## config.mk

```make
export PLATFORM = sky130hd
export DESIGN_NAME = alu_muldiv_unit
export DESIGN_NICKNAME = d
export VERILOG_FILES = /design/src/rtl/mdu_pkg.sv /design/src/rtl/muldiv_iter.sv /design/src/rtl/alu_muldiv_unit.sv
export SDC_FILE = /design/constraint.sdc
export NUM_CORES = 1
export LEC_CHECK = 0
export BUFFER_PORTS_ARGS = -buffer_cell sky130_fd_sc_hd__buf_2
export CORE_AREA = 2 2 316 193
export CTS_CLUSTER_SIZE = 20
export DETAILED_ROUTE_END_ITERATION = 6
export DIE_AREA = 0 0 318 195
export GPL_TIMING_DRIVEN = 0
export PLACE_DENSITY = 0.56
export SLEW_MARGIN = 20
export SYNTH_ARGS = -nofsm -noshare
export SYNTH_HDL_FRONTEND = slang
export SYNTH_SLANG_ARGS = --single-unit
```

## constraint.sdc

```tcl
create_clock -name clk -period 9.45 [get_ports clk]
set_input_delay 0.945 -clock clk [delete_from_list [all_inputs] [get_ports clk]]
set_output_delay 0.945 -clock clk [all_outputs]
set_load 0.02 [all_outputs]
```

## src/rtl/mdu_pkg.sv

```systemverilog
// Shared multiply/divide definitions: funct encodings and the MDU control states.
package mdu_pkg;

    localparam logic [5:0] FN_MULT  = 6'b011000;
    localparam logic [5:0] FN_MULTU = 6'b011001;
    localparam logic [5:0] FN_DIV   = 6'b011010;
    localparam logic [5:0] FN_DIVU  = 6'b011011;
    localparam logic [5:0] FN_MTHI  = 6'b010001;
    localparam logic [5:0] FN_MTLO  = 6'b010011;

    typedef enum logic [1:0] {
        IDLE = 2'd0,
        CALC = 2'd1,
        FIX  = 2'd2
    } state_t;

    function automatic logic is_muldiv(input logic [5:0] f);
        return (f == FN_MULT) || (f == FN_MULTU) || (f == FN_DIV) || (f == FN_DIVU);
    endfunction

endpackage

```

## src/rtl/muldiv_iter.sv

```systemverilog
// Unsigned iterative datapath: shift-add multiply or restoring divide, one bit per step.
module muldiv_iter #(
    parameter int unsigned WIDTH = 32
) (
    input  logic             clk,
    input  logic             rst,
    input  logic             i_load,
    input  logic             i_step,
    input  logic             i_is_div,
    input  logic [WIDTH-1:0] i_a,
    input  logic [WIDTH-1:0] i_b,
    output logic [WIDTH-1:0] o_hi,
    output logic [WIDTH-1:0] o_lo,
    output logic             o_last
);

    localparam int unsigned CNT_W = $clog2(WIDTH + 1);

    // Multiply: {partial product, multiplier}. Divide: low half holds dividend bits shifting into quotient.
    logic [2*WIDTH-1:0] r_acc;
    logic [WIDTH-1:0]   r_rem;
    logic [WIDTH-1:0]   r_b;
    logic [CNT_W-1:0]   r_cnt;

    logic [WIDTH:0]     w_mul_sum;
    logic [WIDTH:0]     w_shift;
    logic [WIDTH:0]     w_diff;

    always_comb begin
        w_mul_sum = {1'b0, r_acc[2*WIDTH-1:WIDTH]} + (r_acc[0] ? {1'b0, r_b} : (WIDTH+1)'(0));
        w_shift   = {r_rem, r_acc[WIDTH-1]};
        w_diff    = w_shift - {1'b0, r_b};
    end

    always_ff @(posedge clk or posedge rst) begin
        if (rst) begin
            r_acc <= '0;
            r_rem <= '0;
            r_b   <= '0;
            r_cnt <= '0;
        end else if (i_load) begin
            r_acc <= {WIDTH'(0), i_a};
            r_rem <= '0;
            r_b   <= i_b;
            r_cnt <= CNT_W'(WIDTH);
        end else if (i_step) begin
            r_cnt <= r_cnt - CNT_W'(1);
            if (i_is_div) begin
                // Restore when the trial subtract borrows; a zero divisor never borrows.
                if (!w_diff[WIDTH]) begin
                    r_rem              <= w_diff[WIDTH-1:0];
                    r_acc[WIDTH-1:0]   <= {r_acc[WIDTH-2:0], 1'b1};
                end else begin
                    r_rem              <= w_shift[WIDTH-1:0];
                    r_acc[WIDTH-1:0]   <= {r_acc[WIDTH-2:0], 1'b0};
                end
            end else begin
                r_acc <= {w_mul_sum, r_acc[WIDTH-1:1]};
            end
        end
    end

    assign o_hi   = i_is_div ? r_rem : r_acc[2*WIDTH-1:WIDTH];
    assign o_lo   = r_acc[WIDTH-1:0];
    assign o_last = (r_cnt == CNT_W'(1));

endmodule

```

## src/rtl/alu_muldiv_unit.sv

```systemverilog
// Multi-cycle MULT/MULTU/DIV/DIVU unit with HI/LO registers and MTHI/MTLO writes.
module alu_muldiv_unit
    import mdu_pkg::*;
#(
    parameter int unsigned WIDTH = 32
) (
    input  logic             clk,
    input  logic             rst,
    input  logic             start,
    input  logic [5:0]       ALU_control,
    input  logic [WIDTH-1:0] rs_content,
    input  logic [WIDTH-1:0] rt_content,
    output logic             busy,
    output logic             done,
    output logic [WIDTH-1:0] hi,
    output logic [WIDTH-1:0] lo
);

    state_t             r_state;
    state_t             w_state_next;
    logic               r_busy;
    logic               r_done;
    logic [WIDTH-1:0]   r_hi;
    logic [WIDTH-1:0]   r_lo;
    logic               r_is_div;
    logic               r_neg_lo;
    logic               r_neg_hi;
    logic               r_div0;
    logic [WIDTH-1:0]   r_a_orig;

    logic               w_load;
    logic               w_step;
    logic               w_fix;
    logic               w_mthi;
    logic               w_mtlo;
    logic               w_signed;
    logic               w_is_div;
    logic [WIDTH-1:0]   w_abs_a;
    logic [WIDTH-1:0]   w_abs_b;
    logic [WIDTH-1:0]   w_raw_hi;
    logic [WIDTH-1:0]   w_raw_lo;
    logic               w_last;
    logic [2*WIDTH-1:0] w_prod;
    logic [WIDTH-1:0]   w_fix_hi;
    logic [WIDTH-1:0]   w_fix_lo;

    // Operand conditioning: signed ops feed magnitudes to the unsigned datapath.
    always_comb begin
        w_signed = (ALU_control == FN_MULT) || (ALU_control == FN_DIV);
        w_is_div = (ALU_control == FN_DIV) || (ALU_control == FN_DIVU);
        w_abs_a  = (w_signed && rs_content[WIDTH-1]) ? -rs_content : rs_content;
        w_abs_b  = (w_signed && rt_content[WIDTH-1]) ? -rt_content : rt_content;
    end

    muldiv_iter #(.WIDTH(WIDTH)) u_iter (
        .clk      (clk),
        .rst      (rst),
        .i_load   (w_load),
        .i_step   (w_step),
        .i_is_div (r_is_div),
        .i_a      (w_abs_a),
        .i_b      (w_abs_b),
        .o_hi     (w_raw_hi),
        .o_lo     (w_raw_lo),
        .o_last   (w_last)
    );

    always_ff @(posedge clk or posedge rst) begin
        if (rst) r_state <= IDLE;
        else     r_state <= w_state_next;
    end

    always_comb begin
        w_state_next = r_state;
        w_load       = 1'b0;
        w_step       = 1'b0;
        w_fix        = 1'b0;
        w_mthi       = 1'b0;
        w_mtlo       = 1'b0;
        case (r_state)
            IDLE: begin
                if (start) begin
                    if (is_muldiv(ALU_control)) begin
                        w_load       = 1'b1;
                        w_state_next = CALC;
                    end else if (ALU_control == FN_MTHI) begin
                        w_mthi = 1'b1;
                    end else if (ALU_control == FN_MTLO) begin
                        w_mtlo = 1'b1;
                    end
                end
            end
            CALC: begin
                w_step = 1'b1;
                if (w_last) w_state_next = FIX;
            end
            FIX: begin
                w_fix        = 1'b1;
                w_state_next = IDLE;
            end
            default: w_state_next = IDLE;
        endcase
    end

    // Final sign correction; a zero divisor bypasses it and returns the original dividend.
    always_comb begin
        w_prod   = {w_raw_hi, w_raw_lo};
        w_fix_hi = w_raw_hi;
        w_fix_lo = w_raw_lo;
        if (r_is_div) begin
            if (r_div0) begin
                w_fix_lo = '1;
                w_fix_hi = r_a_orig;
            end else begin
                if (r_neg_lo) w_fix_lo = -w_raw_lo;
                if (r_neg_hi) w_fix_hi = -w_raw_hi;
            end
        end else if (r_neg_lo) begin
            w_prod   = -w_prod;
            w_fix_hi = w_prod[2*WIDTH-1:WIDTH];
            w_fix_lo = w_prod[WIDTH-1:0];
        end
    end

    always_ff @(posedge clk or posedge rst) begin
        if (rst) begin
            r_busy   <= 1'b0;
            r_done   <= 1'b0;
            r_hi     <= '0;
            r_lo     <= '0;
            r_is_div <= 1'b0;
            r_neg_lo <= 1'b0;
            r_neg_hi <= 1'b0;
            r_div0   <= 1'b0;
            r_a_orig <= '0;
        end else begin
            r_busy <= (w_state_next != IDLE);
            r_done <= w_fix;
            if (w_load) begin
                r_is_div <= w_is_div;
                r_neg_lo <= w_signed && (rs_content[WIDTH-1] ^ rt_content[WIDTH-1]);
                r_neg_hi <= w_signed && w_is_div && rs_content[WIDTH-1];
                r_div0   <= w_is_div && (rt_content == '0);
                r_a_orig <= rs_content;
            end
            if (w_fix) begin
                r_hi <= w_fix_hi;
                r_lo <= w_fix_lo;
            end
            if (w_mthi) r_hi <= rs_content;
            if (w_mtlo) r_lo <= rs_content;
        end
    end

    assign busy = r_busy;
    assign done = r_done;
    assign hi   = r_hi;
    assign lo   = r_lo;

endmodule

```

# After elaboration in Yosys (flattened, before gate mapping)
# Index checks and enable logic that the tools add are counted.
# totals
regBits	238
input_bits	73
out_inout_bits	66
word_cells	99
# op_classes
add_sub_neg	8
eq_ne	10
mux	45
n_bitwise	1
reduce_logical	20
# ops
cell	n
$mux 32	22
$mux 64	2
$neg 32->32	4
$neg 64->64	1
$eq 6x5->1 const B	6
$add 32x33->33	1
$sub 33x32->33	1
$logic_not 32->1	1
$mux 1	15
$mux 6	2
$reduce_bool 2->1	5
$eq 6x1->1 const B	1
$logic_and 1x1->1	6
$mux 2	3
$sub 6x1->6 const B	1
$logic_or 1x1->1	5
$pmux 2 s2	1
$reduce_and 2->1	2
$eq 2x1->1 const B	1
$eq 2x2->1 const B	1
$logic_not 2->1	1
$ne 2x1->1 const B	1
$xor 1x1->1	1

# Longest topological paths before layout
# Gate-level depths: netlist of run 1.
# depth
word_depth	9
mapped_depth	16
mapped_depth_nobuf	14

# Hierarchy
# From an unflattened synthesis of run 1, not the netlist that was laid out.
# hier_totals
hier_cells	2283
area_unflattened_um2	18507.8
# modules_own_cells
module	instances	cells_per_inst	area_each_um2	seq_area_each_um2
muldiv_iter	1	1203	10060.9	3353.2
alu_muldiv_unit	1	1080	8446.9	2602.5

# Least setup slack after synthesis of run 1
# OpenSTA, ideal clock, no wires.
# synth_path
path_kind	register -> register
startpoint	register r_is_div
endpoint	register r_hi[24] (netlist: hi[24])
setup_time_ps	132
t_arrival_ps	3533
t_required_ps	9318
path_slack_ps	5786
stages_incl_launch_ff	16
path_buffers	5
synth_period_minus_slack_ps	3664
cell_sequence	dfrtp_1 -> buf_2 -> buf_6 -> buf_2 -> buf_2 -> buf_1 -> mux2i_1 -> ha_1 -> o221ai_1 -> nand4bb_1 -> or3_1 -> or3_1 -> o21ai_1 -> xnor2_1 -> a221oi_1 -> o21ai_1
# synth_via
elab_chain_cells	7
word_cells_on_any_way	9
classes_between	add/sub: 2; mux: 7
# synth_lines
item	line_no	rtl
start, declared	alu_muldiv_unit.sv:25	logic r_is_div;
start signal, assigned	alu_muldiv_unit.sv:140	r_is_div <= w_is_div;
$mux 32	muldiv_iter.sv:63	assign o_hi = i_is_div ? r_rem : r_acc[2*WIDTH-1:WIDTH];
$neg 32->32	alu_muldiv_unit.sv:116	if (r_neg_hi) w_fix_hi = -w_raw_hi;
$mux 32	alu_muldiv_unit.sv:116	
$mux 32	alu_muldiv_unit.sv:111	if (r_div0) begin
$mux 32 *	alu_muldiv_unit.sv:110	if (r_is_div) begin
$mux 32 *	alu_muldiv_unit.sv:146	if (w_fix) begin
$mux 32 *	alu_muldiv_unit.sv:150	if (w_mthi) r_hi <= rs_content;
end signal, assigned	alu_muldiv_unit.sv:147	r_hi <= w_fix_hi;
end signal, assigned	alu_muldiv_unit.sv:150	
end, declared	alu_muldiv_unit.sv:23	logic [WIDTH-1:0] r_hi;
# Mark *: on every way between the ends. The rest lies on a longest branch, timed or not. The select of a mux whose other input is x is not followed.
# A chain may end at the register's enable or synchronous reset.

# Worst setup path after layout of run 1
# Ends and elaborated chain as after synthesis.

==> key figures, run 1 <==
Clock network
  • TritonCTS buffer count: 27
  • CTS H-tree depth: 1
  • Clk buf depth: 3
  • Cts repair resizes: 0
  • CTS tree: built
  • Clock slew at reported path FFs: 70 ps
  • # hold bufs at CTS: 0
  • CTS Sinks: 238
  • Root buffer cell: clkbuf_16
  • Post-CTS Setup Bufs: 0
  • Skew-Pair Late Insertion Delay: 580 ps

GRT
  • Remaining Overflow, GRT: 0
  • Vias in the first global route: 16,689
  • Largest net degree at the start of global routing: 98
  • First-pass GRT wire length: 107,000 µm
  • Initial antenna violation count: 2
  • Gr usage total: 22.5%

Timing
  • Final Skew: 20.8 ps
  • Final Critical Period: 5430 ps
  • Post-route clock period utilization: 57.4%
  • Least-Margin Pin Slew: 1280 ps
  • RSZ-0062 raised after global routing: no
  • Relative slew margins: 14.7%
  • F_max: 184 MHz
  • Finish-stage setup viols: 0
  • Hold Violations, Final: 0
  • Setup TNS: 0 ps
  • Final slew viol count: 0

Setup path
  • Critical-path cell list: buf_2, buf_6, buf_2, buf_2, buf_1, mux2i_1, ha_1, o221ai_1, nand4bb_1, or3_1, or3_1, o21ai_1, xnor2_1, a221oi_1, o21ai_1
  • CP max FO: 10
  • Most frequent CP cell: buf_2
  • CP endpoint kind: flop
  • Crit. Startpoint: r_is_div
  • Buf/Inv on CP: 5
  • R2R Path End: hi[24]
  • Crit-path leading delay family: buffers and inverters
  • Crit path DAT: 5880 ps
  • R2R Path Start: r_is_div
  • Slowest CP cell: buf_1
  • Critical Path Start Type: flop
  • Critical Path RT: 9900 ps
  • Slowest Stage Delay on Critical Path: 690 ps
  • Reg2Reg Setup Slack: 4020 ps
  • Reg2reg path depth: 15
  • Number of cells on the critical path: 15
  • Setup Crit Path Kind: reg -> reg

Floorplan
  • Die X: 318 µm
  • Full die area: 62,000 µm²
  • IO Pins: 139
  • CORE AREA: 58,800 µm²
  • Initial Util: 29.9%
  • Die Ht: 195 µm
  • Row Count: 69

Placed design
  • GPL Wtd Cong: 0.946
  • Detailed placement HPWL: 57,100 µm
  • PortBufs: 129

Cells and area
  • Layout area overhead: 15.1%
  • Layout cells sized above 1: 9.51%
  • Fin util: 34.4%
  • Ant. Diodes: 0
  • # nets final: 2,491

Power
  • Static Leak: 8.42 nW
  • Peak supply drop: 0.000147 V
  • P per Cell Area: 342 nW/µm²

Routing
  • Routed WL per cell: 22.7 µm
  • Drt pass-1 iters: 6
  • Iter 0 DRT Violations: 1,922
  • Vias/cell: 5.67
  • DRC violations left: 0
  • Via count: 17,843
  • Routed WL: 71,500 µm
  • Antenna violation net count after detailed routing: 0

Synthesis
  • Top-count cell post-synth: nand2_1
  • Sequential share of the synthesized area: 33.9%
  • Number of synthesized flops with an enable pin: 0
  • Avg Cell Area, Syn: 8.03 µm²
  • Post-synthesis sequential element count: 238
  • Synth top area cells: dfrtp_1 (34%), nand2_1 (6.5%), o21ai_0 (6.4%), xnor2_1 (5.6%), ha_1 (5.0%)
  • Synth top area share: 33.9%
  • Post-Syn Instances: 2,186
  • Primary FF master, synth: dfrtp_1
  • Syn_nets: 2,331
  • Most frequent cells after synthesis: nand2_1 (305), dfrtp_1 (238), o21ai_0 (226)
  • Synth unique cells: 78
  • Syn. warnings: 0
  • Async S/R FF share, synth: 100%
  • Post-synthesis cell area: 17,600 µm²
  • Yosys top cell by area: dfrtp_1

Min path
  • Hold Path Class: in -> async

Job
  • Maxcap violations: 0

Run status
  • Status: finished clean
[per-layer routing]
metal  global-route usage [%]  vias to the layer above  part of all wire [%]
met5                        0                        -                0.0098
met4                     3.49                        2                   1.7
met3                     5.42                       75                    11
met2                     29.3                      868                    37
met1                     36.5                     8806                    50
li1                         -                     8092                     -
[cells in the final DEF (no fill, tap or decap), types with 70 or more instances in the layout]
cell | netlist | routed
nand2_1 | 305 | 305
dfrtp_1 | 238 | 238
o21ai_0 | 226 | 226
nor2_1 | 168 | 168
a21oi_1 | 152 | 152
buf_2 | 8 | 137
clkbuf_1 | 123 | 126
xnor2_1 | 112 | 112
xor2_1 | 92 | 92
nand3_1 | 80 | 80
ha_1 | 70 | 70
[cell families after synthesis]
| logic type | count (synthesis) | synth area share (%) |
|---|---|---|
| compound gates | 648 | 22.6 |
| xor+xnor | 204 | 10.2 |
| fa+ha+maj | 72 | 5.22 |
| buf+inv | 216 | 4.83 |
| flops | 238 | 33.9 |
| mux | 60 | 3.51 |
| simple gates | 748 | 19.7 |
[power by group]
| part | internal, W | switching, W |
|---|---|---|
| sequential | 0.00141 | 0.000473 |
| clock | 0.000684 | 0.000493 |
| combinational | 0.00144 | 0.00241 |
[state kept, by name (all words and copies together) (netlist names)]
signal,count
u_iter.r_b,32
busy,1
u_iter.r_cnt,6
r_state,2
u_iter.r_rem,32
r_div0,1
lo,32
r_is_div,1
r_a_orig,32
r_neg_hi,1
done,1
u_iter.r_acc,64
r_neg_lo,1
hi,32
[metrics by stage]
stage | worst slack [ps] | cells | hold WS, ps | power (W) | area (µm²)
after detailed placement | 4340 | 3098 | 467 | 0.00561 | 19200
after CTS | 4300 | 3148 | 468 | 0.00681 | 20200
after floorplan | 1970 | 2186 | 440 | 0.00444 | 17600
final | 4020 | 3148 | 434 | 0.00690 | 20200
after global placement | -1130 | 3096 | 460 | 0.00556 | 19200
after global routing | 3910 | 3148 | 487 | 0.00737 | 20200
[cell type report]
cell class              count  area, µm²
plain buffers             148        593
clock buffers              36        769
clock inverters            14        196
fillers                  6150      38600
inverters                  68        263
multi-input cells        1732      10800
flip-flops and latches    238       5960
well taps                 781        977
repair buffers            131        701
[worst max-delay path by stage]
stage | end
after floorplan | busy
after global placement | u_iter.r_acc[61]
after detailed placement | hi[24]
after CTS | hi[24]
after global routing | hi[24]
final | hi[24]
(Power assumes the default switching activity.)
==> run 2: changes to the inputs <==
PLACE_DENSITY = 0.58   (was 0.56)
clock period = 4.9 ns   (was 9.45 ns; I/O delays follow)
==> run 2 against run 1 <==
The run now ends with setup timing left. Sequential share of layout area fell by 0.16 points. Worst setup slack got worse by 4000 ps. Non-clock buffer count up 8. Register-to-register slack lost 4000 ps. Fmax is 10% higher. Final area grew 0.53%. Clock power grew 86%. First-iteration DRC count up 14%. Core utilization up 0.18 points.
==> key figures, run 2 (same netlist as run 1, synthesis figures left out) <==
Floorplan
  • IO Pins: 139
  • Die X: 318 µm
  • CORE AREA: 58,800 µm²
  • Die Ht: 195 µm
  • Row Count: 69
  • Full die area: 62,000 µm²
  • Initial Util: 29.9%

Routing
  • Routed WL per cell: 22.7 µm
  • Met1 Wirelength: 34,900 µm
  • Via count: 17,858
  • Routed WL: 71,700 µm
  • Iter 0 DRT Violations: 2,192
  • Vias/cell: 5.66
  • Antenna violation net count after detailed routing: 0
  • Drt pass-1 iters: 5
  • Uppermost layer routed: met5
  • WL met2: 27,600 µm
  • DRC violations left: 0
  • WL met3: 7830 µm

GRT
  • First-pass GRT wire length: 106,000 µm
  • Largest net degree at the start of global routing: 34
  • Initial antenna violation count: 1
  • Vias in the first global route: 16,819
  • Gr usage total: 22.4%
  • Remaining Overflow, GRT: 0

Placed design
  • GPL Wtd Cong: 0.940
  • PortBufs: 129
  • Detailed placement HPWL: 57,600 µm
  • Inst Count DP: 3,104

Setup path
  • Critical-path cell list: or4_1, nor4_1, nand3_1, o31ai_1, nand2_1, a21oi_1, xor2_1, o21ai_0
  • Crit path DAT: 5340 ps
  • Setup Crit Path Kind: reg -> reg
  • CP max FO: 7
  • Crit-path leading delay family: simple AND/OR/NAND/NOR gates
  • CP endpoint kind: flop
  • Critical Path Start Type: flop
  • Slowest Stage Delay on Critical Path: 1100 ps
  • Critical Path RT: 5310 ps
  • Buf/Inv on CP: 0
  • Slowest CP cell: o31ai_1

Power
  • Static Leak: 8.48 nW
  • Net Switching: 0.00648 W
  • Comb pwr share: 56.2%
  • P per Cell Area: 655 nW/µm²
  • Switching Fraction: 48.7%
  • Peak supply drop: 0.000253 V
  • Clk pwr share: 16.5%
  • P_int: 0.00682 W
  • Sequential power share: 27.4%

Timing
  • F_max: 203 MHz
  • Finish-stage setup viols: 1
  • RSZ-0062 raised after global routing: no
  • Setup TNS: -27.8 ps
  • Relative slew margins: 19.3%
  • Setup WS post-layout: -27.8 ps
  • Final Critical Period: 4930 ps
  • Final slew viol count: 0
  • Least-Margin Pin Slew: 1200 ps
  • WHS: 206 ps
  • Post-route clock period utilization: 101%
  • Hold Violations, Final: 0
  • Final Skew: 15.9 ps

Clock network
  • Clk buf depth: 3
  • CTS Sinks: 238
  • CTS tree: built
  • Clock slew at reported path FFs: 70 ps
  • Skew-Pair Late Insertion Delay: 580 ps
  • CTS H-tree depth: 1
  • Root buffer cell: clkbuf_16
  • TritonCTS buffer count: 27

Cells and area
  • Final std cells w/o fill: 3,155
  • Ant. Diodes: 0
  • Layout area overhead: 15.7%
  • Sequential Area: 5960 µm²
  • Most frequent cells in the layout: nand2_1 (305), dfrtp_1 (238), o21ai_0 (226)
  • Multi-input gate area: 10,800 µm²
  • Commonest non-fill, non-tap cell in the layout: nand2_1
  • # fillers: 6,167
  • Most flops, register: u_iter.r_acc
  • Max FFs per register: 64
  • Layout cells sized above 1: 9.98%
  • # nets final: 2,499

Min path
  • Hold Path Class: in -> reg

Run status
  • Violated checks: setup timing
  • Status: finished with violations

Job
  • Maxcap violations: 0
## run 2: changes by cell type in the layout (fill, tap and decap cells not counted), moves of 2 or more
| cell | previous run | this run |
|---|---|---|
| clkbuf_2 | 1 | 7 |
| buf_12 | 0 | 7 |
| clkinv_4 | 4 | 0 |
| clkinv_2 | 2 | 6 |
| clkbuf_8 | 6 | 4 |
| buf_4 | 1 | 3 |
## run 2: area by class of cell
cell class / count / area share, %
buffer: 147 / 2.94
clock buffer: 39 / 3.74
clock inverter: 10 / 0.739
inverter: 68 / 1.29
multi-input combinational: 1732 / 53.0
sequential: 238 / 29.3
tap: 781 / 4.81
timing repair buffer: 140 / 4.13
## run 2: stage by stage
step	total power (W)	util [%]	worst slack [ps]	area, µm²
3_3_place_gp	0.0107	32.6	-468	19200
2_1_floorplan	0.00856	-	1240	17600
5_1_grt	0.0142	34.6	2.94	20300
4_1_cts	0.0131	34.5	12.6	20300
6_report	0.0133	34.6	-27.8	20300
3_5_place_dp	0.0108	32.9	-147	19300
## run 2: timing repair
action	in CTS	in global routing
gates cloned	0	0
hold buffers	1	0
setup endpoints to repair	22	41
setup buffers	0	2
hold endpoints to repair	14	0
gates resized for setup	3	9
## run 2: power by group through the flow
| stage | sequential (W) | combinational, W | clock [W] |
|---|---|---|---|
| after floorplan | 0.00357 | 0.00499 | 0 |
| after global placement | 0.00363 | 0.00708 | 0 |
| after detailed placement | 0.00364 | 0.00721 | 0 |
| after CTS | 0.00361 | 0.00726 | 0.00221 |
| after global routing | 0.00373 | 0.00820 | 0.00228 |
| final | 0.00364 | 0.00747 | 0.00219 |
## run 2: per-layer routing
| metal | vias to the layer above | GRT usage [%] |
|---|---|---|
| met4 | 6 | 3.44 |
| met5 | - | 2.76 |
| met1 | 8789 | 34.9 |
| li1 | 8109 | - |
| met2 | 879 | 30.1 |
| met3 | 75 | 6.34 |
## run 2: path summary, 6_finish.rpt
| check | from | end | slack, ps | cells past startpoint |
|---|---|---|---|---|
| setup / recovery | u_iter.r_acc[0] | hi[27] | -30 | 8 |
| hold / removal | rs_content[22] | r_a_orig[22] | 210 | 3 |
| setup reg to reg | u_iter.r_acc[0] | hi[27] | -30 | 8 |
| hold reg to reg | r_a_orig[29] | r_a_orig[29] | 470 | 2 |
| max in group asynchronous | rst | hi[26] | 3320 | 6 |
| min in group asynchronous | rst | u_iter.r_b[4] | 530 | 3 |
## run 2: tightest hold or removal path, cell delays in order
cell and delay [ps]:
buf_2 140, nand2_1 60, nand2_1 50
==> run 3: changes to the inputs <==
--- a/config.mk
+++ b/config.mk
@@ -7,10 +7,13 @@
 export LEC_CHECK = 0
 export BUFFER_PORTS_ARGS = -buffer_cell sky130_fd_sc_hd__buf_2
+export CELL_PAD_IN_SITES_DETAIL_PLACEMENT = 1
+export CELL_PAD_IN_SITES_GLOBAL_PLACEMENT = 2
 export CORE_AREA = 2 2 316 193
+export CTS_BUF_LIST = sky130_fd_sc_hd__clkbuf_4 sky130_fd_sc_hd__clkbuf_8
 export CTS_CLUSTER_SIZE = 20
 export DETAILED_ROUTE_END_ITERATION = 6
 export DIE_AREA = 0 0 318 195
 export GPL_TIMING_DRIVEN = 0
-export PLACE_DENSITY = 0.58
+export PLACE_DENSITY = 0.81
 export SLEW_MARGIN = 20
 export SYNTH_ARGS = -nofsm -noshare
==> constraint.sdc (replaced) <==
create_clock -name clk -period 4.9 [get_ports clk]
set_input_delay 0.245 -clock clk [delete_from_list [all_inputs] [get_ports clk]]
set_output_delay 0.245 -clock clk [all_outputs]
set_load 0.02 [all_outputs]
==> run 3 against run 2 <==
The flow now finishes without violations. First-iteration DRC count down 19%. Combinational power increased by 3.2%. Count of clock-buffer cells in the layout rose by 29. Die area is the same. Final area increased by 2.8%. Non-clock buffer count increased by 50. Sequential cell count unchanged. Via count is 2.4% higher. Clock power hardly changed. Clock skew is 15 ps higher. Worst setup slack better by 230 ps. Total power rose by 1.7%. Critical endpoint unchanged. Largest cell class unchanged.
==> key figures, run 3 (same netlist as run 1, synthesis figures left out) <==
Timing
  • Final Critical Period: 4700 ps
  • Relative slew margins: 16.3%
  • Setup TNS: 0 ps
  • Final Skew: 31.3 ps
  • Hold Violations, Final: 0
  • F_max: 213 MHz
  • Post-route clock period utilization: 95.9%
  • Finish-stage setup viols: 0
  • WHS: 18.2 ps
  • Final slew viol count: 0
  • Least-Margin Pin Slew: 1240 ps
  • RSZ-0062 raised after global routing: no

Power
  • Peak supply drop: 0.000311 V
  • Static Leak: 8.74 nW
  • P per Cell Area: 647 nW/µm²
  • Post-layout power: 0.0135 W

Setup path
  • Crit path DAT: 5170 ps
  • Critical Path RT: 5370 ps
  • CP endpoint kind: flop
  • CP max FO: 7
  • Critical Path Start Type: flop
  • Reg2Reg Setup Slack: 200 ps
  • Setup Crit Path Kind: reg -> reg

Floorplan
  • IO Pins: 139
  • Die Ht: 195 µm
  • Row Count: 69
  • Initial Util: 29.9%
  • CORE AREA: 58,800 µm²
  • Die X: 318 µm
  • Full die area: 62,000 µm²

Clock network
  • Skew-Pair Late Insertion Delay: 630 ps
  • CTS Sinks: 238
  • CTS H-tree depth: 2
  • Clock slew at reported path FFs: 70 ps
  • Clk buf depth: 3
  • TritonCTS buffer count: 44
  • CTS tree: built
  • Root buffer cell: clkbuf_8

Cells and area
  • Final std cells w/o fill: 3,235
  • Layout cells sized above 1: 11.4%
  • # nets final: 2,566
  • Layout area overhead: 19.0%
  • Max FFs per register: 64
  • Commonest non-fill, non-tap cell in the layout: nand2_1
  • Most frequent cells in the layout: nand2_1 (305), dfrtp_1 (237), o21ai_0 (226)
  • Multi-input gate area: 10,800 µm²
  • # fillers: 7,067
  • Sequential Area: 5960 µm²
  • Most flops, register: u_iter.r_acc

Routing
  • Iter 0 DRT Violations: 1,780
  • Routed WL per cell: 24.3 µm
  • Antenna violation net count after detailed routing: 0
  • Via count: 18,290
  • Drt pass-1 iters: 5
  • Routed WL: 78,700 µm
  • DRC violations left: 0
  • Vias/cell: 5.65

Min path
  • Hold Path Class: in -> reg

GRT
  • Vias in the first global route: 18,590
  • Largest net degree at the start of global routing: 33
  • Initial antenna violation count: 2
  • Gr usage total: 25.1%
  • Remaining Overflow, GRT: 0
  • First-pass GRT wire length: 119,000 µm

Job
  • Maxcap violations: 0

Run status
  • Status: finished clean

Placed design
  • Detailed placement HPWL: 63,100 µm
  • Inst Count DP: 3,105
  • PortBufs: 129
  • GPL Wtd Cong: 0.927
## run 3: layer usage
metal	part of all wire, %	up-vias	track usage (%)
li1	-	8245	-
met1	50	9239	38.9
met2	38	705	33.7
met3	9.8	101	6.93
met4	2.1	0	5.41
met5	0	-	0
## run 3: report_power, final
group	internal [W]	total [W]	switching [W]	leakage (nW)
sequential	0.00272	0.00365	0.000937	2.92
clock	0.00117	0.00216	0.000991	0.504
combinational	0.00286	0.00771	0.00484	5.32
total	0.00675	0.0135	0.00677	8.74
## run 3: final timing paths
path / start / to / cells past startpoint
min in group asynchronous: rst / u_iter.r_b[4] / 3
worst min register to register: r_a_orig[24] / r_a_orig[24] / 2
max in group asynchronous: rst / lo[29] / 8
worst min-delay path: rt_content[12] / u_iter.r_b[12] / 3
worst max register to register: u_iter.r_acc[2] / hi[27] / 9
worst max-delay path: u_iter.r_acc[2] / hi[27] / 9
## run 3: through the flow
stage,worst slack [ps],cell area [µm²],utilization [%]
floorplan,1240,17600,-
global placement,-377,19200,32.6
detailed placement,-362,19400,33.0
CTS,15.7,20800,35.4
global route,14.3,20900,35.5
finish,199,20900,35.5
## run 3: critical path, cell delays in order (launching register included)
cell and delay (ps):
dfrtp_1 370, clkbuf_1 200, or4_1 530, nor4_1 960, nand3_1 550, o31ai_2 880
nand2_1 420, a21oi_1 330, xor2_1 180, o21ai_0 110
## run 3: repair_timing
action | in CTS | in global routing
hold buffers | 51 | 0
endpoints found under the hold margin | 148 | 0
pin swaps | 0 | 1
setup buffers | 0 | 1
endpoints found under the setup margin | 35 | 40
gates resized for setup | 5 | 11
## run 3: layout make-up
type                       count  area share, %
buffer                       147           2.87
antenna                        1         0.0120
multi-input combinational   1732           51.6
sequential                   238           28.5
clock buffer                  68           4.09
clock inverter                10          0.419
inverter                      68           1.28
tap                          781           4.68
timing repair buffer         190           6.50
